### config.mk
export PLATFORM = sky130hd
export DESIGN_NAME = reg_bus_arbiter_flat
export DESIGN_NICKNAME = d
export VERILOG_FILES = /design/src/rtl/reg_bus_arbiter_pkg.sv /design/src/rtl/reg_bus_arbiter_if.sv /design/src/rtl/reg_bus_arbiter_rr_pick2.sv /design/src/rtl/reg_bus_arbiter.sv /design/src/flat_wrapper.sv
export SDC_FILE = /design/constraint.sdc
export NUM_CORES = 1
export LEC_CHECK = 0
export BUFFER_PORTS_ARGS = -buffer_cell sky130_fd_sc_hd__buf_2
export CORE_MARGIN = 10
export CORE_UTILIZATION = 38
export CTS_BUF_LIST = sky130_fd_sc_hd__clkbuf_16
export CTS_CLUSTER_SIZE = 8
export DETAILED_ROUTE_END_ITERATION = 8
export MAX_ROUTING_LAYER = met4
export PLACE_DENSITY_LB_ADDON = 0.15
export SLEW_MARGIN = 30
export SYNTH_ARGS = -nofsm -noshare
export SYNTH_HDL_FRONTEND = slang
export SYNTH_HIERARCHICAL = 1
export SYNTH_SLANG_ARGS = --single-unit
### constraint.sdc
create_clock -name clk -period 1.35 [get_ports clk]
set_input_delay 0.0675 -clock clk [delete_from_list [all_inputs] [get_ports clk]]
set_output_delay 0.0675 -clock clk [all_outputs]
set_load 0.05 [all_outputs]
### src/rtl/reg_bus_arbiter_pkg.sv
// Shared types for the register-bus arbiter: FSM state encoding and master indices.
package reg_arb_pkg;

  typedef enum logic [1:0] {
    ST_IDLE  = 2'd0,
    ST_ISSUE = 2'd1,
    ST_RESP  = 2'd2
  } arb_state_e;

  localparam logic M0 = 1'b0;
  localparam logic M1 = 1'b1;

endpackage

### src/rtl/reg_bus_arbiter_if.sv
// Requester channel of the register-bus arbiter (one instance per master).
interface reg_bus_arbiter_if #(
  parameter int ADDR_W = 4,
  parameter int DATA_W = 32,
  parameter int WBEN_W = 4
);
  logic              req;
  logic [ADDR_W-1:0] addr;
  logic              r_wn;
  logic [WBEN_W-1:0] wben;
  logic [DATA_W-1:0] wdata;
  logic              lock;
  logic              gnt;
  logic              rvalid;
  logic [DATA_W-1:0] rdata;

  modport master (
    output req, addr, r_wn, wben, wdata, lock,
    input  gnt, rvalid, rdata
  );

  modport slave (
    input  req, addr, r_wn, wben, wdata, lock,
    output gnt, rvalid, rdata
  );
endinterface

### src/rtl/reg_bus_arbiter_rr_pick2.sv
// Combinational 2-way round-robin picker; a lock owner with an active request always wins.
module rr_pick2
  import reg_arb_pkg::*;
(
  input  logic [1:0] req,
  input  logic       last,
  input  logic [1:0] lock_own,
  output logic       sel,
  output logic       any
);

  // Lock owner first, then single requester, then alternate on a tie.
  always_comb begin
    any = |req;
    sel = M0;
    if (|(lock_own & req)) begin
      sel = lock_own[1];
    end else if (req == 2'b11) begin
      sel = ~last;
    end else if (req[1]) begin
      sel = M1;
    end else begin
      sel = M0;
    end
  end

endmodule

### src/rtl/reg_bus_arbiter.sv
// Two-master round-robin arbiter for the peripheral register port, registered drive and read return.
// Optional grant locking is built when REG_ARB_LOCK_EN is defined.
module reg_bus_arbiter
  import reg_arb_pkg::*;
#(
  parameter int ADDR_W = 4,
  parameter int DATA_W = 32,
  parameter int WBEN_W = 4
) (
  input  logic              clk,
  input  logic              reset,
  reg_bus_arbiter_if.slave  m0,
  reg_bus_arbiter_if.slave  m1,
  output logic [ADDR_W-1:0] reg_addr,
  output logic [WBEN_W-1:0] reg_wben,
  output logic              reg_r_wn,
  output logic [DATA_W-1:0] reg_wdata,
  input  logic [DATA_W-1:0] reg_rdata
);

  arb_state_e        state_r;
  logic              last_r;
  logic              win_r;
  logic              lock_r;
  logic              lock_idx_r;
  logic [1:0]        gnt_r;
  logic [1:0]        rvalid_r;
  logic [DATA_W-1:0] rdata_r;

  logic [1:0]        req_s;
  logic [1:0]        lock_own_s;
  logic              sel_s;
  logic              any_s;
  logic              cap_lock_s;
  logic [ADDR_W-1:0] cap_addr_s;
  logic              cap_r_wn_s;
  logic [WBEN_W-1:0] cap_wben_s;
  logic [DATA_W-1:0] cap_wdata_s;

  assign req_s      = {m1.req, m0.req};
  assign lock_own_s = lock_r ? (lock_idx_r ? 2'b10 : 2'b01) : 2'b00;

  rr_pick2 u_pick (
    .req      (req_s),
    .last     (last_r),
    .lock_own (lock_own_s),
    .sel      (sel_s),
    .any      (any_s)
  );

  assign cap_addr_s  = sel_s ? m1.addr  : m0.addr;
  assign cap_r_wn_s  = sel_s ? m1.r_wn  : m0.r_wn;
  assign cap_wben_s  = sel_s ? m1.wben  : m0.wben;
  assign cap_wdata_s = sel_s ? m1.wdata : m0.wdata;

`ifdef REG_ARB_LOCK_EN
  assign cap_lock_s = sel_s ? m1.lock : m0.lock;
`else
  logic unused_lock_s;
  assign unused_lock_s = m0.lock ^ m1.lock;
  assign cap_lock_s    = 1'b0;
`endif

  assign m0.gnt    = gnt_r[0];
  assign m1.gnt    = gnt_r[1];
  assign m0.rvalid = rvalid_r[0];
  assign m1.rvalid = rvalid_r[1];
  assign m0.rdata  = rdata_r;
  assign m1.rdata  = rdata_r;

  // Transaction FSM: capture winner, drive the register port for one cycle, return response.
  always_ff @(posedge clk) begin
    if (reset) begin
      state_r    <= ST_IDLE;
      last_r     <= M1;
      win_r      <= M0;
      lock_r     <= 1'b0;
      lock_idx_r <= M0;
      gnt_r      <= 2'b00;
      rvalid_r   <= 2'b00;
      rdata_r    <= {DATA_W{1'b0}};
      reg_addr   <= {ADDR_W{1'b0}};
      reg_wben   <= {WBEN_W{1'b0}};
      reg_r_wn   <= 1'b1;
      reg_wdata  <= {DATA_W{1'b0}};
    end else begin
      case (state_r)
        ST_IDLE, ST_RESP: begin
          rvalid_r <= 2'b00;
          if (any_s) begin
            state_r    <= ST_ISSUE;
            gnt_r      <= sel_s ? 2'b10 : 2'b01;
            last_r     <= sel_s;
            win_r      <= sel_s;
            lock_r     <= cap_lock_s;
            lock_idx_r <= sel_s;
            reg_addr   <= cap_addr_s;
            reg_r_wn   <= cap_r_wn_s;
            reg_wben   <= cap_r_wn_s ? {WBEN_W{1'b0}} : cap_wben_s;
            reg_wdata  <= cap_wdata_s;
          end else begin
            // No requester at an arbitration point also drops any held lock.
            state_r  <= ST_IDLE;
            gnt_r    <= 2'b00;
            lock_r   <= 1'b0;
            reg_wben <= {WBEN_W{1'b0}};
            reg_r_wn <= 1'b1;
          end
        end
        ST_ISSUE: begin
          state_r  <= ST_RESP;
          gnt_r    <= 2'b00;
          rvalid_r <= win_r ? 2'b10 : 2'b01;
          rdata_r  <= reg_rdata;
          reg_wben <= {WBEN_W{1'b0}};
          reg_r_wn <= 1'b1;
        end
        default: begin
          state_r  <= ST_IDLE;
          gnt_r    <= 2'b00;
          rvalid_r <= 2'b00;
          reg_wben <= {WBEN_W{1'b0}};
          reg_r_wn <= 1'b1;
        end
      endcase
    end
  end

endmodule
### src/flat_wrapper.sv
// flat-port wrapper written by rule: the top's interface ports become plain ports
module reg_bus_arbiter_flat import reg_arb_pkg::*;
#(
  parameter int ADDR_W = 4,
  parameter int DATA_W = 32,
  parameter int WBEN_W = 4
)
  (clk, reset, reg_addr, reg_wben, reg_r_wn, reg_wdata, reg_rdata, m0_req, m0_addr, m0_r_wn, m0_wben, m0_wdata, m0_lock, m0_gnt, m0_rvalid, m0_rdata, m1_req, m1_addr, m1_r_wn, m1_wben, m1_wdata, m1_lock, m1_gnt, m1_rvalid, m1_rdata);
  reg_bus_arbiter_if #(.ADDR_W(ADDR_W), .DATA_W(DATA_W), .WBEN_W(WBEN_W)) m0_i ();
  reg_bus_arbiter_if #(.ADDR_W(ADDR_W), .DATA_W(DATA_W), .WBEN_W(WBEN_W)) m1_i ();
  input  logic clk;
  input  logic reset;
  output logic [ADDR_W-1:0] reg_addr;
  output logic [WBEN_W-1:0] reg_wben;
  output logic reg_r_wn;
  output logic [DATA_W-1:0] reg_wdata;
  input  logic [DATA_W-1:0] reg_rdata;
  input wire logic [$bits(m0_i.req)-1:0] m0_req;
  input wire logic [$bits(m0_i.addr)-1:0] m0_addr;
  input wire logic [$bits(m0_i.r_wn)-1:0] m0_r_wn;
  input wire logic [$bits(m0_i.wben)-1:0] m0_wben;
  input wire logic [$bits(m0_i.wdata)-1:0] m0_wdata;
  input wire logic [$bits(m0_i.lock)-1:0] m0_lock;
  output wire logic [$bits(m0_i.gnt)-1:0] m0_gnt;
  output wire logic [$bits(m0_i.rvalid)-1:0] m0_rvalid;
  output wire logic [$bits(m0_i.rdata)-1:0] m0_rdata;
  input wire logic [$bits(m1_i.req)-1:0] m1_req;
  input wire logic [$bits(m1_i.addr)-1:0] m1_addr;
  input wire logic [$bits(m1_i.r_wn)-1:0] m1_r_wn;
  input wire logic [$bits(m1_i.wben)-1:0] m1_wben;
  input wire logic [$bits(m1_i.wdata)-1:0] m1_wdata;
  input wire logic [$bits(m1_i.lock)-1:0] m1_lock;
  output wire logic [$bits(m1_i.gnt)-1:0] m1_gnt;
  output wire logic [$bits(m1_i.rvalid)-1:0] m1_rvalid;
  output wire logic [$bits(m1_i.rdata)-1:0] m1_rdata;
  assign m0_i.req = m0_req;
  assign m0_i.addr = m0_addr;
  assign m0_i.r_wn = m0_r_wn;
  assign m0_i.wben = m0_wben;
  assign m0_i.wdata = m0_wdata;
  assign m0_i.lock = m0_lock;
  assign m0_gnt = m0_i.gnt;
  assign m0_rvalid = m0_i.rvalid;
  assign m0_rdata = m0_i.rdata;
  assign m1_i.req = m1_req;
  assign m1_i.addr = m1_addr;
  assign m1_i.r_wn = m1_r_wn;
  assign m1_i.wben = m1_wben;
  assign m1_i.wdata = m1_wdata;
  assign m1_i.lock = m1_lock;
  assign m1_gnt = m1_i.gnt;
  assign m1_rvalid = m1_i.rvalid;
  assign m1_rdata = m1_i.rdata;
  reg_bus_arbiter #(.ADDR_W(ADDR_W), .DATA_W(DATA_W), .WBEN_W(WBEN_W)) u_core (.clk(clk), .reset(reset), .m0(m0_i), .m1(m1_i), .reg_addr(reg_addr), .reg_wben(reg_wben), .reg_r_wn(reg_r_wn), .reg_wdata(reg_wdata), .reg_rdata(reg_rdata));
endmodule
==> flow_summary.json, run 1 <==
{
  "initial_core_util": 0.390,
  "io_pins": 229,
  "worstPathMaxFanout": 8,
  "clkTransAtPathRegs_ps": 60,
  "postSynthAreaPerCell_sq_um": 9.55,
  "place_congestion": 0.740,
  "cts-buffers-inserted": 9,
  "rsz0062_at_grt": "yes",
  "coreArea_sq_um": 9240,
  "clock_path_buffers": 2,
  "ys_seq_area_frac": 0.450,
  "hp-class": "input pin to register",
  "nets": 731,
  "netlist_area_sq_um": 3600,
  "htree_levels": 3,
  "cap_viol_max_count": 0,
  "dieArea_sq_um": 13800,
  "syn_inst": 377,
  "clk_latency_ps": 330,
  "fillerInstances": 804,
  "path_cells": "or2_4, a31oi_4, buf_6, buf_12, mux2i_2, a211oi_2",
  "arrival_ps": 1710,
  "grtUsageTotal": 0.167,
  "p_int_mw": 4.76,
  "slowest_stage": "dfxtp_2",
  "clock_sinks": 81,
  "swShare": 0.345,
  "setup_violations": 42,
  "drt-initial-drc-count": 217,
  "leakage_nw": 2.68,
  "detail-route-antenna-nets": 0,
  "stdcell_count": 747,
  "critPathLaunchType": "register",
  "dr.pass1.iters": 4,
  "synth_seq_cells": 81,
  "clock_skew_ps": 6.37,
  "cp.required_ps": 1560,
  "yosys_warnings": 6,
  "grt_pass1_wl_mm": 18.7,
  "dp_cells": 686,
  "min_period_ps": 1500,
  "endpoint_kind": "register",
  "pwr-share-clk": 0.323,
  "drc_errors": 0,
  "grt_pass1_vias": 3621,
  "synth_cell_types": 22,
  "max_freq_ghz": 0.665,
  "min_period_over_period": 1.11,
  "fp.dieW_um": 117,
  "fin_area_sq_um": 5570,
  "cts_tree": "done",
  "row_count": 35,
  "via_per_inst": 4.67,
  "violations": "setup timing",
  "dieHeight_um": 117,
  "place_area_sq_um": 4650,
  "ir_worst_vdd_mv": 0.592,
  "drive_gt1_frac": 0.529,
  "grt_max_degree": 41,
  "dp.final_hpwl_mm": 8.39,
  "fin_ws_ps": -155,
  "wl_per_cell_um": 15.9,
  "antenna_found_initial": 2,
  "powerDensity_nw_per_um2": 1300,
  "report.final.hold_viol_count": 0,
  "crit_type": "register to register",
  "root_buffer": "clkbuf_16",
  "num_vias": 3485,
  "port_buffers": 226,
  "postLayoutCoreUtil": 0.603,
  "power.switching_mw": 2.51,
  "wl_mm": 11.8,
  "overflow": 0,
  "syn2layout_area_growth_pct": 54.8,
  "combPwrFrac": 0.307,
  "status": "finished, violations left",
  "critPathMaxStageDelay_ps": 320,
  "drv_slew": 0,
  "seqPwrFrac": 0.370
}
-- sequential cells by signal (all words and copies together), names as in the netlist --
| name | count |
|---|---|
| u_core/rvalid_r | 2 |
| u_core/gnt_r | 2 |
| u_core/last_r | 1 |
| u_core/reg_wben | 4 |
| u_core/reg_wdata | 32 |
| u_core/m0.rdata | 32 |
| u_core/reg_addr | 4 |
| u_core/reg_r_wn | 1 |
| u_core/state_r | 2 |
| u_core/lock_idx_r | 1 |
-- cells by family after synthesis --
family	synth area share
other cells	0.00104
buf+inv	0.130
mux	0.114
compound gates	0.171
simple gates	0.134
flops	0.450
-- per-layer routing --
layer,GRT usage,vias up,part of all wire
li1,-,1712,-
met1,0.182,1592,0.41
met2,0.270,165,0.48
met3,0.0662,16,0.095
met4,0.0595,0,0.017
met5,-,-,0
-- layout make-up --
cell class              count  area, sq um  area share
repair buffers            282         1790       0.321
multi-input cells         236         1710       0.306
flip-flops and latches     81         1620       0.291
clock buffers               9          225      0.0404
well taps                 129          161      0.0290
clock inverters             7         62.6      0.0112
diodes                      2         5.00    0.000898
inverters                   1         3.75    0.000673
-- path summary, 6_finish.rpt --
kind                           from                   end  slack (ps)  depth (start not counted)
setup / recovery      u_core/last_r  u_core/reg_wdata[28]        -150                          6
hold / removal           m1_wben[0]    u_core/reg_wben[0]           6                          3
setup reg to reg      u_core/last_r  u_core/reg_wdata[28]        -150                          6
hold reg to reg   u_core/lock_idx_r    u_core/rvalid_r[0]         440                          1
-- critical path: cells and delay by family (launching register included) --
family / cells / cell delay, ps
flip-flops: 1 / 320
buffers and inverters: 2 / 320
AO/OA/AOI/OAI: 2 / 260
multiplexers: 1 / 250
AND/OR/NAND/NOR: 1 / 230
-- synth_stat cells, drive strengths merged --
library cell	number	area, sq um
dfxtp	81	1620
nand2	68	255
buf	60	459
mux2i	41	410
nor2	41	154
a211oi	36	435
a21oi	35	175
and2	2	12.5
nand2b	2	12.5
nor2b	2	12.5
nor3	2	10.0
or2	2	12.5
a31oi	1	6.26
clkbuf	1	3.75
conb	1	3.75
inv	1	3.75
nor3b	1	12.5
-- through the flow --
| stage | worst slack, ps | power [mW] | setup TNS [ps] | hold slack (ps) |
|---|---|---|---|---|
| floorplan | 250 | 4.27 | 0 | 149 |
| global placement | -115 | 4.70 | -3040 | 304 |
| detailed placement | -198 | 4.73 | -4510 | 315 |
| CTS | -173 | 7.30 | -5730 | 1.91 |
| global route | -216 | 7.62 | -7010 | 19.4 |
| finish | -155 | 7.27 | -4310 | 5.77 |
-- what timing repair did --
item                                   CTS  global route
pin swaps                                7             6
endpoints found under the hold margin   34             0
hold buffers                            36             0
cloned                                   2             0
setup endpoints to repair               41            43
gates resized for setup                 18            26
setup buffers                            4             2
-- placed cells by master (no fill, tap or decap), drive strengths merged, types with 3 or more instances in the layout --
cell type and instances:
a211oi 36, a21oi 35, buf 246, clkbuf 9, clkinv 3, conb 3, dfxtp 81, dlygate4sd3 36
mux2i 41, nand2 68, nor2 41
-- power by group through the flow --
stage,Combinational [mW],Clock [mW],Sequential [mW]
floorplan,0.916,0,3.35
finish,2.23,2.35,2.69
global route,2.36,2.55,2.71
CTS,2.18,2.43,2.68
detailed placement,1.99,0,2.74
global placement,1.97,0,2.73
No activity file was read; power rests on OpenSTA's default activity.
==> run 2: changes to the inputs <==
CELL_PAD_IN_SITES_DETAIL_PLACEMENT = 1   (was default)
CELL_PAD_IN_SITES_GLOBAL_PLACEMENT = 1   (was default)
CORE_ASPECT_RATIO = 0.75   (was default)
CORE_UTILIZATION = 27   (was 38)
==> run 2 against run 1 <==
Effect of this change: the run still ends with setup timing left; sequential cell count stayed put; non-clock buffer count shrank 2; via count is 1.3% lower; first-iteration DRC count fell by 64%; critical endpoint is now u_core/reg_wdata[30]; highest routed layer unchanged; combinational power is 4% lower.
==> flow_summary.json, run 2 (synthesized netlist as in run 1, its figures left out) <==
{
  "multiInputGateArea_sq_um": 1590,
  "coreArea_sq_um": 13000,
  "pwr-share-clk": 0.348,
  "max_freq_ghz": 0.635,
  "fin_ws_ps": -225,
  "drc_errors": 0,
  "combPwrFrac": 0.288,
  "grt_pass1_wl_mm": 20.0,
  "drt-initial-drc-count": 79,
  "final_common_cell": "buf_2",
  "grt_pass1_vias": 3664,
  "dieArea_sq_um": 18400,
  "pre_cts_slack_ps": -223,
  "critPathMaxStageDelay_ps": 310,
  "hp-class": "input pin to register",
  "rsz0062_at_grt": "yes",
  "io_pins": 229,
  "drive_gt1_frac": 0.495,
  "wl_mm": 13.2,
  "worstPathMaxFanout": 8,
  "num_vias": 3439,
  "syn2layout_area_growth_pct": 51.3,
  "clk_latency_ps": 330,
  "arrival_ps": 1780,
  "row_count": 36,
  "dieHeight_um": 120,
  "clock_skew_ps": 7.87,
  "setup_violations": 41,
  "place_congestion": 0.738,
  "root_buffer": "clkbuf_16",
  "critPathLaunchType": "register",
  "min_period_over_period": 1.17,
  "leakage_nw": 2.66,
  "min_period_ps": 1570,
  "swShare": 0.341,
  "cts-buffers-inserted": 9,
  "seqPwrFrac": 0.364,
  "clkTransAtPathRegs_ps": 60,
  "cap_viol_max_count": 0,
  "grtUsageTotal": 0.135,
  "dr.pass1.iters": 4,
  "via_per_inst": 4.38,
  "fp.dieW_um": 153,
  "endpoint_kind": "register",
  "cp.required_ps": 1560,
  "p_int_mw": 4.87,
  "layout_common_cells": "buf_2 (225), dfxtp_1 (81), nand2_1 (68)",
  "crit_type": "register to register",
  "drv_slew": 0,
  "initial_core_util": 0.277,
  "ir_worst_vdd_mv": 0.562,
  "clock_path_buffers": 2,
  "fillerInstances": 1557,
  "r2r_setup_slack_ps": -220,
  "violations": "setup timing",
  "wl_per_cell_um": 16.8,
  "power.switching_mw": 2.51,
  "regArea_sq_um": 1620,
  "dp.final_hpwl_mm": 9.66,
  "report.final.hold_viol_count": 0,
  "detail-route-antenna-nets": 0,
  "port_buffers": 226,
  "path_cells": "or2_1, a31oi_4, buf_4, clkbuf_16, mux2i_2, a211oi_2",
  "nets": 729,
  "htree_levels": 3,
  "powerDensity_nw_per_um2": 1350,
  "antenna_found_initial": 0,
  "overflow": 0,
  "hold_ws_ps": 16.2,
  "slowest_stage": "dfxtp_1",
  "clock_sinks": 81,
  "diodes": 0,
  "grt_max_degree": 51,
  "cts_tree": "done",
  "status": "finished, violations left"
}
run 2: path summary, 6_finish.rpt:
kind | start | endpoint | cells after the start
max reg2reg | u_core/last_r | u_core/reg_wdata[30] | 6
min reg2reg | u_core/last_r | u_core/last_r | 2
min | m1_wben[3] | u_core/reg_wben[3] | 3
max | u_core/last_r | u_core/reg_wdata[30] | 6
run 2: power by group through the flow:
| stage | logic (mW) | clock network, mW | registers [mW] |
|---|---|---|---|
| after global placement | 1.97 | 0 | 2.73 |
| after CTS | 2.09 | 2.67 | 2.69 |
| after detailed placement | 2.00 | 0 | 2.74 |
| after global routing | 2.26 | 2.78 | 2.71 |
| after floorplan | 0.916 | 0 | 3.35 |
| final | 2.13 | 2.57 | 2.68 |
run 2: layout make-up:
class	count	area share
inverters	1	0.000689
repair buffers	280	0.314
flip-flops and latches	81	0.298
well taps	171	0.0393
clock inverters	7	0.0161
multi-input cells	236	0.291
clock buffers	9	0.0413
run 2: through the flow:
step	total power, mW	TNS, ps	area (sq um)	util	instances
after floorplan	4.27	0	3630	-	379
after global placement	4.70	-4630	4660	0.358	727
after detailed placement	4.74	-5480	4660	0.358	727
after CTS	7.45	-6050	5370	0.412	782
after global routing	7.76	-9470	5450	0.418	785
final	7.38	-6400	5450	0.418	785
run 2: what timing repair did:
action	in CTS	in global routing
hold buffers	39	0
setup buffers	0	1
gates resized for setup	1	10
gates cloned	0	2
setup endpoints to repair	41	41
pin swaps	0	0
endpoints found under the hold margin	36	0
run 2: routing by layer:
| layer | up-vias | track usage | wire length (um) |
|---|---|---|---|
| li1 | 1694 | - | - |
| met1 | 1603 | 0.150 | 5770 |
| met2 | 130 | 0.231 | 6440 |
| met3 | 12 | 0.0471 | 845 |
| met4 | 0 | 0.0324 | 151 |
| met5 | - | - | 0 |
run 2: worst max-delay path, delay by kind of cell, from the launching register on:
family                 cells  cell delay (ps)
AO/OA/AOI/OAI              2              290
buffers and inverters      2              350
multiplexers               1              240
AND/OR/NAND/NOR            1              260
flip-flops                 1              310
